--- src/rtl/sdram_line_fill_arbiter_if.sv ---
// Bus bundle for sdram_line_fill_arbiter: icache fill port, dmem word port
// and SDRAM controller word port. The arbiter uses the slave view; the
// environment driving it (caches, controller model) uses the master view.
interface sdram_line_fill_arbiter_if #(
    parameter int ADDR_W = 21
);
    logic              icache_ren;
    logic [31:0]       icache_addr;
    logic [31:0]       icache_data;
    logic              icache_ack;

    logic              dmem_req;
    logic              dmem_we;
    logic [ADDR_W-1:0] dmem_addr;
    logic [31:0]       dmem_wdata;
    logic [3:0]        dmem_be;
    logic [31:0]       dmem_rdata;
    logic              dmem_ack;

    logic              mem_req;
    logic              mem_we;
    logic [ADDR_W-1:0] mem_addr;
    logic [31:0]       mem_wdata;
    logic [3:0]        mem_be;
    logic              mem_ready;
    logic              mem_rvalid;
    logic [31:0]       mem_rdata;

    modport slave (
        input  icache_ren, icache_addr,
        output icache_data, icache_ack,
        input  dmem_req, dmem_we, dmem_addr, dmem_wdata, dmem_be,
        output dmem_rdata, dmem_ack,
        output mem_req, mem_we, mem_addr, mem_wdata, mem_be,
        input  mem_ready, mem_rvalid, mem_rdata
    );

    modport master (
        output icache_ren, icache_addr,
        input  icache_data, icache_ack,
        output dmem_req, dmem_we, dmem_addr, dmem_wdata, dmem_be,
        input  dmem_rdata, dmem_ack,
        input  mem_req, mem_we, mem_addr, mem_wdata, mem_be,
        output mem_ready, mem_rvalid, mem_rdata
    );
endinterface

--- src/rtl/sdram_line_fill_arbiter.sv ---
// sdram_line_fill_arbiter
// Arbitrates the SDRAM controller word port between icache line fills and
// single-word dmem accesses. A fill gathers LINE_WORDS words into a local
// line buffer (at most MAX_OUT reads in flight) and then replays the whole
// line to the icache as one gap-free burst. Conflicting requests in IDLE are
// resolved round-robin.
// Optional build macro: FILL_PERF_CNT_EN adds perf_fills / perf_fill_cycles.
module sdram_line_fill_arbiter #(
    parameter int ADDR_W     = 21,
    parameter int LINE_WORDS = 16,
    parameter int MAX_OUT    = 4
) (
    input  logic sdram_clk,
    input  logic reset_n,
    sdram_line_fill_arbiter_if.slave bus
`ifdef FILL_PERF_CNT_EN
    ,
    output logic [31:0] perf_fills,
    output logic [31:0] perf_fill_cycles
`endif
);
    localparam int LW_B = $clog2(LINE_WORDS);
    localparam int CW   = LW_B + 1;

    typedef enum logic [2:0] {
        IDLE         = 3'd0,
        FILL_COLLECT = 3'd1,
        FILL_STREAM  = 3'd2,
        D_ISSUE      = 3'd3,
        D_WAIT       = 3'd4
    } state_t;

    localparam logic GNT_ICACHE = 1'b0;
    localparam logic GNT_DMEM   = 1'b1;

    // Line-aligned base of a word address.
    function automatic logic [ADDR_W-1:0] line_base(input logic [ADDR_W-1:0] a);
        line_base = a & ~ADDR_W'(LINE_WORDS - 1);
    endfunction

    state_t            state_r;
    logic              last_grant_r;
    logic [ADDR_W-1:0] base_r;
    logic [CW-1:0]     iss_cnt_r;
    logic [CW-1:0]     rcv_cnt_r;
    logic [CW-1:0]     str_cnt_r;
    logic [31:0]       line_buf_r [LINE_WORDS];

    logic [31:0]       icache_data_r;
    logic              icache_ack_r;
    logic [31:0]       dmem_rdata_r;
    logic              dmem_ack_r;
    logic              mem_req_r;
    logic              mem_we_r;
    logic [ADDR_W-1:0] mem_addr_r;
    logic [31:0]       mem_wdata_r;
    logic [3:0]        mem_be_r;

    logic              accept_s;
    logic              rv_fill_s;
    logic [CW-1:0]     iss_next_s;
    logic [CW-1:0]     rcv_next_s;
    logic [CW-1:0]     inflight_s;
    logic              fill_req_next_s;
    logic [ADDR_W-1:0] fill_addr_next_s;
    logic              ireq_s;
    logic              dreq_s;
    logic              pick_icache_s;

    // Next-cycle fill counters and request qualifiers; mem_req is registered,
    // so its next value is derived from the post-update counters.
    always_comb begin
        accept_s         = mem_req_r & bus.mem_ready;
        rv_fill_s        = (state_r == FILL_COLLECT) && bus.mem_rvalid && (rcv_cnt_r != iss_cnt_r);
        iss_next_s       = iss_cnt_r + CW'(accept_s);
        rcv_next_s       = rcv_cnt_r + CW'(rv_fill_s);
        inflight_s       = iss_next_s - rcv_next_s;
        fill_req_next_s  = (iss_next_s < CW'(LINE_WORDS)) && (inflight_s < CW'(MAX_OUT));
        fill_addr_next_s = base_r | ADDR_W'(iss_next_s[LW_B-1:0]);
        // A request is ignored while its own ack is still visible to the requester.
        ireq_s           = bus.icache_ren & ~icache_ack_r;
        dreq_s           = bus.dmem_req & ~dmem_ack_r;
        pick_icache_s    = ireq_s & (~dreq_s | (last_grant_r == GNT_DMEM));
    end

    // Main control FSM with registered outputs.
    always_ff @(posedge sdram_clk or negedge reset_n) begin
        if (!reset_n) begin
            state_r          <= IDLE;
            last_grant_r     <= GNT_DMEM;
            base_r           <= '0;
            iss_cnt_r        <= '0;
            rcv_cnt_r        <= '0;
            str_cnt_r        <= '0;
            icache_data_r    <= 32'h0000_0000;
            icache_ack_r     <= 1'b0;
            dmem_rdata_r     <= 32'h0000_0000;
            dmem_ack_r       <= 1'b0;
            mem_req_r        <= 1'b0;
            mem_we_r         <= 1'b0;
            mem_addr_r       <= '0;
            mem_wdata_r      <= 32'h0000_0000;
            mem_be_r         <= 4'h0;
`ifdef FILL_PERF_CNT_EN
            perf_fills       <= 32'h0000_0000;
            perf_fill_cycles <= 32'h0000_0000;
`endif
        end else begin
            dmem_ack_r <= 1'b0;
`ifdef FILL_PERF_CNT_EN
            if (state_r == FILL_COLLECT || state_r == FILL_STREAM) begin
                perf_fill_cycles <= perf_fill_cycles + 32'd1;
            end
`endif
            case (state_r)
                IDLE: begin
                    if (pick_icache_s) begin
                        state_r      <= FILL_COLLECT;
                        last_grant_r <= GNT_ICACHE;
                        base_r       <= line_base(bus.icache_addr[ADDR_W-1:0]);
                        iss_cnt_r    <= '0;
                        rcv_cnt_r    <= '0;
                        str_cnt_r    <= '0;
                        mem_req_r    <= 1'b1;
                        mem_we_r     <= 1'b0;
                        mem_addr_r   <= line_base(bus.icache_addr[ADDR_W-1:0]);
                        mem_wdata_r  <= 32'h0000_0000;
                        mem_be_r     <= 4'hF;
                    end else if (dreq_s) begin
                        state_r      <= D_ISSUE;
                        last_grant_r <= GNT_DMEM;
                        mem_req_r    <= 1'b1;
                        mem_we_r     <= bus.dmem_we;
                        mem_addr_r   <= bus.dmem_addr;
                        mem_wdata_r  <= bus.dmem_wdata;
                        mem_be_r     <= bus.dmem_we ? bus.dmem_be : 4'hF;
                    end
                end
                FILL_COLLECT: begin
                    iss_cnt_r  <= iss_next_s;
                    rcv_cnt_r  <= rcv_next_s;
                    mem_req_r  <= fill_req_next_s;
                    mem_addr_r <= fill_addr_next_s;
                    if (rcv_next_s == CW'(LINE_WORDS)) begin
                        state_r       <= FILL_STREAM;
                        icache_ack_r  <= 1'b1;
                        icache_data_r <= line_buf_r[0];
                        str_cnt_r     <= CW'(1);
                    end
                end
                FILL_STREAM: begin
                    if (str_cnt_r == CW'(LINE_WORDS)) begin
                        state_r      <= IDLE;
                        icache_ack_r <= 1'b0;
`ifdef FILL_PERF_CNT_EN
                        perf_fills   <= perf_fills + 32'd1;
`endif
                    end else begin
                        icache_data_r <= line_buf_r[str_cnt_r[LW_B-1:0]];
                        str_cnt_r     <= str_cnt_r + CW'(1);
                    end
                end
                D_ISSUE: begin
                    if (accept_s) begin
                        mem_req_r <= 1'b0;
                        mem_we_r  <= 1'b0;
                        if (mem_we_r) begin
                            dmem_ack_r <= 1'b1;
                            state_r    <= IDLE;
                        end else begin
                            state_r    <= D_WAIT;
                        end
                    end
                end
                D_WAIT: begin
                    if (bus.mem_rvalid) begin
                        dmem_rdata_r <= bus.mem_rdata;
                        dmem_ack_r   <= 1'b1;
                        state_r      <= IDLE;
                    end
                end
                default: begin
                    state_r   <= IDLE;
                    mem_req_r <= 1'b0;
                end
            endcase
        end
    end

    // Line buffer capture; contents are don't-care after reset.
    always_ff @(posedge sdram_clk) begin
        if (rv_fill_s) begin
            line_buf_r[rcv_cnt_r[LW_B-1:0]] <= bus.mem_rdata;
        end
    end

    assign bus.icache_data = icache_data_r;
    assign bus.icache_ack  = icache_ack_r;
    assign bus.dmem_rdata  = dmem_rdata_r;
    assign bus.dmem_ack    = dmem_ack_r;
    assign bus.mem_req     = mem_req_r;
    assign bus.mem_we      = mem_we_r;
    assign bus.mem_addr    = mem_addr_r;
    assign bus.mem_wdata   = mem_wdata_r;
    assign bus.mem_be      = mem_be_r;
endmodule

--- src/flat_wrapper.sv ---
// flat-port wrapper written by rule: the top's interface ports become plain ports
module sdram_line_fill_arbiter_flat 
#(
    parameter int ADDR_W     = 21,
    parameter int LINE_WORDS = 16,
    parameter int MAX_OUT    = 4
)
  (sdram_clk, reset_n, bus_icache_ren, bus_icache_addr, bus_icache_data, bus_icache_ack, bus_dmem_req, bus_dmem_we, bus_dmem_addr, bus_dmem_wdata, bus_dmem_be, bus_dmem_rdata, bus_dmem_ack, bus_mem_req, bus_mem_we, bus_mem_addr, bus_mem_wdata, bus_mem_be, bus_mem_ready, bus_mem_rvalid, bus_mem_rdata);
  sdram_line_fill_arbiter_if #(.ADDR_W(ADDR_W)) bus_i ();
  input  logic sdram_clk;
  input  logic reset_n;
  input wire logic [$bits(bus_i.icache_ren)-1:0] bus_icache_ren;
  input wire logic [$bits(bus_i.icache_addr)-1:0] bus_icache_addr;
  output wire logic [$bits(bus_i.icache_data)-1:0] bus_icache_data;
  output wire logic [$bits(bus_i.icache_ack)-1:0] bus_icache_ack;
  input wire logic [$bits(bus_i.dmem_req)-1:0] bus_dmem_req;
  input wire logic [$bits(bus_i.dmem_we)-1:0] bus_dmem_we;
  input wire logic [$bits(bus_i.dmem_addr)-1:0] bus_dmem_addr;
  input wire logic [$bits(bus_i.dmem_wdata)-1:0] bus_dmem_wdata;
  input wire logic [$bits(bus_i.dmem_be)-1:0] bus_dmem_be;
  output wire logic [$bits(bus_i.dmem_rdata)-1:0] bus_dmem_rdata;
  output wire logic [$bits(bus_i.dmem_ack)-1:0] bus_dmem_ack;
  output wire logic [$bits(bus_i.mem_req)-1:0] bus_mem_req;
  output wire logic [$bits(bus_i.mem_we)-1:0] bus_mem_we;
  output wire logic [$bits(bus_i.mem_addr)-1:0] bus_mem_addr;
  output wire logic [$bits(bus_i.mem_wdata)-1:0] bus_mem_wdata;
  output wire logic [$bits(bus_i.mem_be)-1:0] bus_mem_be;
  input wire logic [$bits(bus_i.mem_ready)-1:0] bus_mem_ready;
  input wire logic [$bits(bus_i.mem_rvalid)-1:0] bus_mem_rvalid;
  input wire logic [$bits(bus_i.mem_rdata)-1:0] bus_mem_rdata;
  assign bus_i.icache_ren = bus_icache_ren;
  assign bus_i.icache_addr = bus_icache_addr;
  assign bus_icache_data = bus_i.icache_data;
  assign bus_icache_ack = bus_i.icache_ack;
  assign bus_i.dmem_req = bus_dmem_req;
  assign bus_i.dmem_we = bus_dmem_we;
  assign bus_i.dmem_addr = bus_dmem_addr;
  assign bus_i.dmem_wdata = bus_dmem_wdata;
  assign bus_i.dmem_be = bus_dmem_be;
  assign bus_dmem_rdata = bus_i.dmem_rdata;
  assign bus_dmem_ack = bus_i.dmem_ack;
  assign bus_mem_req = bus_i.mem_req;
  assign bus_mem_we = bus_i.mem_we;
  assign bus_mem_addr = bus_i.mem_addr;
  assign bus_mem_wdata = bus_i.mem_wdata;
  assign bus_mem_be = bus_i.mem_be;
  assign bus_i.mem_ready = bus_mem_ready;
  assign bus_i.mem_rvalid = bus_mem_rvalid;
  assign bus_i.mem_rdata = bus_mem_rdata;
  sdram_line_fill_arbiter #(.ADDR_W(ADDR_W), .LINE_WORDS(LINE_WORDS), .MAX_OUT(MAX_OUT)) u_core (.sdram_clk(sdram_clk), .reset_n(reset_n), .bus(bus_i));
endmodule
--- config.mk ---
export PLATFORM = sky130hd
export DESIGN_NAME = sdram_line_fill_arbiter_flat
export DESIGN_NICKNAME = d
export VERILOG_FILES = /design/src/rtl/sdram_line_fill_arbiter_if.sv /design/src/rtl/sdram_line_fill_arbiter.sv /design/src/flat_wrapper.sv
export SDC_FILE = /design/constraint.sdc
export NUM_CORES = 1
export LEC_CHECK = 0
export BUFFER_PORTS_ARGS = -buffer_cell sky130_fd_sc_hd__buf_2
export CORE_ASPECT_RATIO = 0.6
export CORE_MARGIN = 5
export CORE_UTILIZATION = 37
export CTS_CLUSTER_DIAMETER = 150
export CTS_CLUSTER_SIZE = 24
export DETAILED_ROUTE_END_ITERATION = 7
export SETUP_SLACK_MARGIN = 0.5
export SLEW_MARGIN = 15
export SYNTH_ARGS = -nofsm -noshare
export SYNTH_HDL_FRONTEND = slang
export SYNTH_SLANG_ARGS = --single-unit
--- constraint.sdc ---
create_clock -name sdram_clk -period 12.5 [get_ports sdram_clk]
set_input_delay 0.625 -clock sdram_clk [delete_from_list [all_inputs] [get_ports sdram_clk]]
set_output_delay 0.625 -clock sdram_clk [all_outputs]
set_load 0.02 [all_outputs]
==> key figures, run 1 <==
Yosys
  • Yosys reg bits: 673
  • Syn nets: 1621
  • Most numerous cell in the Yosys netlist: edfxtp_1
  • Number of synthesis warnings: 0
  • Mapped cell area: 26400 sq um
  • Post-synthesis sequential area ratio: 0.734
  • Area contributors post-synth: edfxtp_1 (58%), dfrtp_1 (15%), mux4_2 (7.8%)
  • Post-synth ARST share: 0.239
  • Number of library cell types mapped by synthesis: 61
  • Commonest cells in the netlist: edfxtp_1 (512), dfrtp_1 (160), mux4_2 (91)
  • Gate count of the mapped netlist: 1484
  • Synth Flop Type: edfxtp_1
  • Post-synth EDFFs: 512
  • Top-area cell type share of the netlist area: 0.582
  • Syn avg cell area: about 18 sq um
  • Yosys top cell by area: edfxtp_1

STA
  • Count of final hold-check violations: 0
  • Setup tns final: 0 ps
  • RSZ-0062 raised after global routing: false
  • Final WS setup: approximately 8000 ps
  • Setup violators final: 0
  • Part of the cycle the worst path needs: 0.356
  • Tmin final: between 4000 and 5000 ps
  • Fin. max-slew vios: 0
  • Max_slew headroom: 0.223
  • Worst-Margin Slew: 1160 ps
  • Clock Skews: a little over 30 ps
  • Tightest hold margin: 44.7 ps
  • Max Freq: approximately 220 MHz

Power and ir drop
  • Combinational share of power: 0.311
  • Sequential power share: 0.478
  • Worst IR drop on VDD: ~0.11 mV
  • Sw Ratio: 0.339
  • Power Dens Cells: ~200 nW/um^2
  • Clock group share of total power: 0.211
  • Internal power: 3.93 mW
  • Total chip power: between 5 and 6 mW
  • Net Switching: between 2 and 2.5 mW
  • LEAKAGE: 10.5 nW

Clock network
  • Hold Buf Count CTS: 0
  • Clock buffer depth: 3
  • # clock sinks: 673
  • H-tree depth: 2
  • PostCTS Resize Cnt: 0
  • Worst-path clk slew: 100 ps
  • CTS tree: yes
  • CTS Root Cell: clkbuf_16
  • Worst-skew pair later-pin latency: 580 ps
  • CTS buffer count: 34
  • Postcts setup bufs: 0

Setup path
  • Worst EP required: 12970 ps
  • Worst R2R Setup Slack: 8050 ps
  • Max incr delay on CP: 990 ps
  • R2r startpoint: u_core.state_r[0]
  • R2R cell count: 11
  • Critical Path AT: roughly 4900 ps
  • Worst path slowest cell: or2_2
  • Nature of the critical path endpoint: flip-flop
  • Critical path's most frequent cell: ha_1
  • CP Max Fanout: 33
  • Setup Crit Path Kind: reg -> reg
  • Crit start category: flip-flop
  • Critical path, cell by cell: inv_2 -> nor3_4 -> o311a_1 -> ha_1 -> ha_1 -> nor2_1 -> o2bb2ai_2 -> a31oi_4 -> buf_4 -> or2_2 -> mux2_2
  • R2r endpoint: u_core.bus.icache_data[1]

Die
  • Core area: around 70000 sq um
  • Die area: 77000 sq um
  • Initial Utilization: 0.376
  • I/O Pins: about 250
  • Die Span Y: approximately 220 um
  • # rows: 75
  • Die W: 355 um

Drt
  • Routed Antenna Nets: 0
  • Drt first-iter violations: 1309
  • Final wirelength: 66400 um
  • First-pass DRT Iterations: 5
  • Via density: roughly 5.5
  • Vias post-DR: 14600
  • Drt drc: 0
  • Drt wl/cell: 25.1 um

GRT
  • Vias in the first global route: 14900
  • GRT overflow: 0
  • Gr usage total: 0.170
  • Global-route wire length before repair: 98500 um
  • Initial antenna violation count: 3
  • Largest net degree at the start of global routing: 108

Place
  • GP Congestion: 0.786
  • Post-Place Setup Slack: 8050 ps
  • DP Cell Count: 2583
  • I/O Buffers: 237
  • Final HPWL DP: approximately 37000 um

Finish
  • Area Growth Syn to Fin: 12.6%
  • Non-Filler Instances: ~2600
  • Layout cells sized above 1: 0.278
  • Final nets: roughly 1800

Run
  • Max-cap violations: 0

Run status
  • Status: finished, final reports clean

Min path
  • Worst hold path class: in -> async
[state kept, by name (all words and copies together) (netlist names)]
| signal | cells |
|---|---|
| u_core.bus.mem_wdata | 32 |
| u_core.bus.dmem_ack | 1 |
| u_core.bus.icache_ack | 1 |
| u_core.base_r | 17 |
| u_core.iss_cnt_r | 5 |
| u_core.bus.mem_we | 1 |
| u_core.line_buf_r | 512 |
| u_core.bus.mem_addr | 21 |
| u_core.last_grant_r | 1 |
| u_core.rcv_cnt_r | 5 |
| u_core.bus.mem_be | 4 |
| u_core.bus.icache_data | 32 |
| u_core.bus.dmem_rdata | 32 |
| u_core.bus.mem_req | 1 |
| u_core.str_cnt_r | 5 |
| u_core.state_r | 3 |
[cells in the final DEF (no fill, tap or decap), drive strengths merged, types with 6 or more instances in the layout]
cell type  instances
nor2              57
ha                 9
nor2b              6
a2111oi           29
mux2i             75
a31oi             18
nand2             74
mux4              91
edfxtp           512
a21oi              8
nor3              11
dfrtp            160
buf              271
clkbuf            59
o22ai             51
nand3             20
mux2              52
o21ai             48
a22o              64
o31ai             30
xnor2             11
[cell type report]
class	count	area, sq um
well taps	924	1160
multi-input cells	708	6640
fillers	6150	40500
clock inverters	4	80.1
flip-flops and latches	673	19400
inverters	6	22.5
clock buffers	58	962
repair buffers	272	1470
diodes	2	5.00
[logic make-up (layout without fill, tap and decap cells)]
kind of cell             Yosys count  in the layout  synth area share
XOR/XNOR                          16             16           0.00559
AO/OA/AOI/OAI                    268            268            0.0740
adder cells (fa/ha/maj)            9              9           0.00426
buffers and inverters            103            340            0.0197
other                              0              2                 0
flip-flops                       673            673             0.734
multiplexers                     218            218             0.128
AND/OR/NAND/NOR                  197            197            0.0340
[power by group through the flow]
stage	clock network (mW)	registers, mW	logic [mW]
finish	1.26	2.84	1.85
global route	1.38	2.88	1.99
CTS	1.29	2.85	1.88
detailed placement	0	2.89	1.87
global placement	0	2.88	1.86
floorplan	0	3.04	1.10
[metal layers]
metal / routed length, um / track usage / vias to the layer above
li1: - / - / 6332
met1: 30100 / 0.248 / 7783
met2: 31200 / 0.270 / 396
met3: 4040 / 0.0308 / 71
met4: 1070 / 0.0330 / 0
met5: 0 / 0 / -
[critical path: cells and delay by family, from the launching register on]
family	cells	cell delay, ps
AOI/OAI and AO/OA	3	730
adders and majority gates	2	450
buffers and inverters	2	610
DFF	1	580
muxes	1	420
and+or+nand+nor	3	1520
[worst max-delay path by stage]
stage	startpoint	end	cells past startpoint
floorplan	u_core.state_r[0]	u_core.line_buf_r[0][0]	6
global placement	u_core.state_r[0]	u_core.bus.icache_data[1]	11
detailed placement	u_core.state_r[0]	u_core.bus.icache_data[1]	11
CTS	u_core.state_r[0]	u_core.bus.icache_data[1]	11
global route	u_core.state_r[0]	u_core.bus.icache_data[1]	11
finish	u_core.state_r[0]	u_core.bus.icache_data[1]	11
[metrics by stage]
step           instance area [sq um]  utilization
2_1_floorplan                  26400            -
3_3_place_gp                   28700        0.408
6_report                       29700        0.423
4_1_cts                        29700        0.423
3_5_place_dp                   28700        0.408
5_1_grt                        29700        0.423
Power figures use the tool's default switching activity.
==> run 2, diff against run 1 <==
==> constraint.sdc (replaced) <==
create_clock -name sdram_clk -period 3.7 [get_ports sdram_clk]
set_input_delay 0.185 -clock sdram_clk [delete_from_list [all_inputs] [get_ports sdram_clk]]
set_output_delay 0.185 -clock sdram_clk [all_outputs]
set_load 0.02 [all_outputs]
==> key figures, run 2 (synthesis gave the netlist of run 1 again) <==
Run status
  • Status: finished, final reports clean

Die
  • Initial Utilization: 0.376 (unchanged)
  • Core area: 70300 sq um (unchanged)
  • Die W: 355 um (unchanged)
  • I/O Pins: 253 (unchanged)
  • Die Span Y: 217 um (unchanged)
  • # rows: 75 (unchanged)
  • Die area: 77000 sq um (unchanged)

Setup path
  • R2r startpoint: u_core.rcv_cnt_r[4]
  • R2R cell count: 11 (unchanged)
  • Setup Crit Path Kind: reg -> reg
  • Critical Path AT: 3490 ps (-1430 ps)
  • Nature of the critical path endpoint: flip-flop
  • Worst EP required: 4170 ps (-8800 ps)
  • Crit start category: flip-flop
  • Worst R2R Setup Slack: 680 ps (-7370 ps)
  • R2r endpoint: u_core.str_cnt_r[3]
  • CP Max Fanout: 15 (-55%)

Power and ir drop
  • Combinational share of power: 0.328 (+0.017)
  • Sequential power share: 0.466 (-0.012)
  • Internal power: 13.5 mW (+240%)
  • Power Dens Cells: 661 nW/um^2 (+230%)
  • Net Switching: 6.98 mW (+250%)
  • Sw Ratio: 0.340 (+0.000983)
  • Worst IR drop on VDD: 0.428 mV (+280%)
  • LEAKAGE: 11.1 nW (+5.2%)
  • Total chip power: 20.5 mW (+240%)
  • Clock group share of total power: 0.206 (-0.005)

Clock network
  • CTS tree: yes
  • # clock sinks: 673 (unchanged)
  • H-tree depth: 2 (unchanged)
  • Worst-skew pair later-pin latency: 580 ps (about the same)
  • Worst-path clk slew: 100 ps (about the same)
  • CTS Root Cell: clkbuf_16
  • Clock buffer depth: 3 (unchanged)
  • CTS buffer count: 34 (unchanged)

GRT
  • Global-route wire length before repair: 103000 um (+4.9%)
  • Largest net degree at the start of global routing: 81 (-25%)
  • Gr usage total: 0.179 (+0.00930)
  • Vias in the first global route: 15700 (+5.1%)
  • Initial antenna violation count: 1 (-2)
  • GRT overflow: 0 (unchanged)

STA
  • Setup violators final: 0 (unchanged)
  • Count of final hold-check violations: 0 (unchanged)
  • Tmin final: 3020 ps (-1430 ps)
  • RSZ-0062 raised after global routing: false
  • Fin. max-slew vios: 0 (unchanged)
  • Max Freq: 331 MHz (+48%)
  • Max_slew headroom: 0.431 (+0.208)
  • Part of the cycle the worst path needs: 0.816 (+0.460)
  • Clock Skews: 34.1 ps (+3.64 ps)
  • Worst-Margin Slew: 852 ps (-311 ps)
  • Tightest hold margin: 10.7 ps (-34.0 ps)

Place
  • DP Cell Count: 2610 (+1.0%)
  • Final HPWL DP: 40900 um (+10%)
  • GP Congestion: 0.771 (-2.0%)
  • I/O Buffers: 237 (unchanged)

Min path
  • Hold endpoint: u_core.bus.mem_we
  • Hold_sp: bus_dmem_we
  • Hold Crit Depth: 3
  • Worst hold path class: in -> reg

Drt
  • First-pass DRT Iterations: 5 (unchanged)
  • Via density: 5.48 (-0.61%)
  • Drt drc: 0 (unchanged)
  • Final wirelength: 70000 um (+5.3%)
  • Vias post-DR: 15200 (+3.9%)
  • Drt first-iter violations: 1470 (+12%)
  • Drt wl/cell: 25.3 um (+0.78%)
  • Routed Antenna Nets: 0 (unchanged)

Finish
  • # fillers: 6134 (-0.26%)
  • Area occupied by registers: 19400 sq um (about the same)
  • Layout cells sized above 1: 0.279 (+0.00115)
  • Non-Filler Instances: 2767 (+4.5%)
  • Area Growth Syn to Fin: 17.5%
  • Highest-count cells in the layout ignoring fill and taps: edfxtp_1 (512), buf_2 (236), dfrtp_1 (155)
  • Multi-input logic area: 6680 sq um (+0.55%)
  • Max reg flops: 512 (unchanged)
  • Final core utilization: 0.442 (+0.0185)
  • ANT cells: 0 (-2)
  • Final nets: 1955 (+6.7%)
  • Most common cell after layout, fill and taps aside: edfxtp_1

Run
  • Max-cap violations: 0 (unchanged)
## run 2: changes by cell type in the layout (fill, tap and decap cells not counted), sizes merged
cell | previous run | this run
dlygate4sd3 | 0 | 93
clkinv | 4 | 2
inv | 5 | 6
diode | 2 | 0
buf | 271 | 301
## run 2: through the flow
| stage | setup WS (ps) | instance area, sq um | setup TNS (ps) |
|---|---|---|---|
| finish | 681 | 31000 | 0 |
| global route | 521 | 31000 | 0 |
| CTS | 543 | 31000 | 0 |
| detailed placement | 466 | 29000 | 0 |
| global placement | 475 | 29000 | 0 |
| floorplan | -242 | 26400 | -15500 |
## run 2: cell type report
| cell class | count | share of cell area |
|---|---|---|
| Sequential cell | 673 | 0.625 |
| Multi-Input combinational cell | 708 | 0.215 |
| Timing Repair Buffer | 395 | 0.0889 |
| Tap cell | 924 | 0.0372 |
| Clock buffer | 58 | 0.0310 |
| Clock inverter | 3 | 0.00181 |
| Inverter | 6 | 0.000725 |
## run 2: routing by layer
metal	routed length, um	vias up	track usage	part of all wire
met3	4820	84	0.0330	0.069
met4	1270	2	0.0335	0.018
met1	31200	7974	0.260	0.45
li1	-	6584	-	-
met5	13	-	0	0.00019
met2	32700	506	0.287	0.47
## run 2: worst max path at each step
stage / startpoint / end / cells past startpoint
final: u_core.rcv_cnt_r[4] / u_core.str_cnt_r[3] / 11
after global routing: u_core.rcv_cnt_r[4] / u_core.str_cnt_r[3] / 11
after CTS: u_core.rcv_cnt_r[4] / u_core.str_cnt_r[3] / 11
after detailed placement: u_core.rcv_cnt_r[3] / u_core.bus.icache_data[1] / 11
after global placement: u_core.rcv_cnt_r[4] / u_core.bus.icache_data[1] / 11
after floorplan: u_core.state_r[0] / u_core.line_buf_r[12][0] / 6
## run 2: repair_timing
| action | 4_1_cts | 5_1_grt |
|---|---|---|
| setup buffers | 0 | 3 |
| setup endpoints to repair | 19 | 38 |
| gates resized for setup | 2 | 8 |
| endpoints found under the hold margin | 348 | 6 |
| hold buffers | 92 | 1 |
| pin swaps | 0 | 1 |
## run 2: power groups by stage
| stage | clock network, mW | registers, mW | logic (mW) |
|---|---|---|---|
| after floorplan | 0 | 10.3 | 3.72 |
| after global placement | 0 | 9.69 | 6.54 |
| after detailed placement | 0 | 9.72 | 6.64 |
| after CTS | 4.33 | 9.56 | 6.72 |
| after global routing | 4.63 | 9.68 | 7.24 |
| final | 4.22 | 9.57 | 6.74 |
## run 2: worst max-delay path, stage by stage, from the launching register on
cell,delay (ps)
dfrtp_2,470
xnor2_1,200
nand3_1,130
o311a_4,420
ha_1,190
ha_1,240
nor2_1,130
o2bb2ai_2,160
a31oi_4,120
buf_6,210
or3_4,420
a22o_1,240
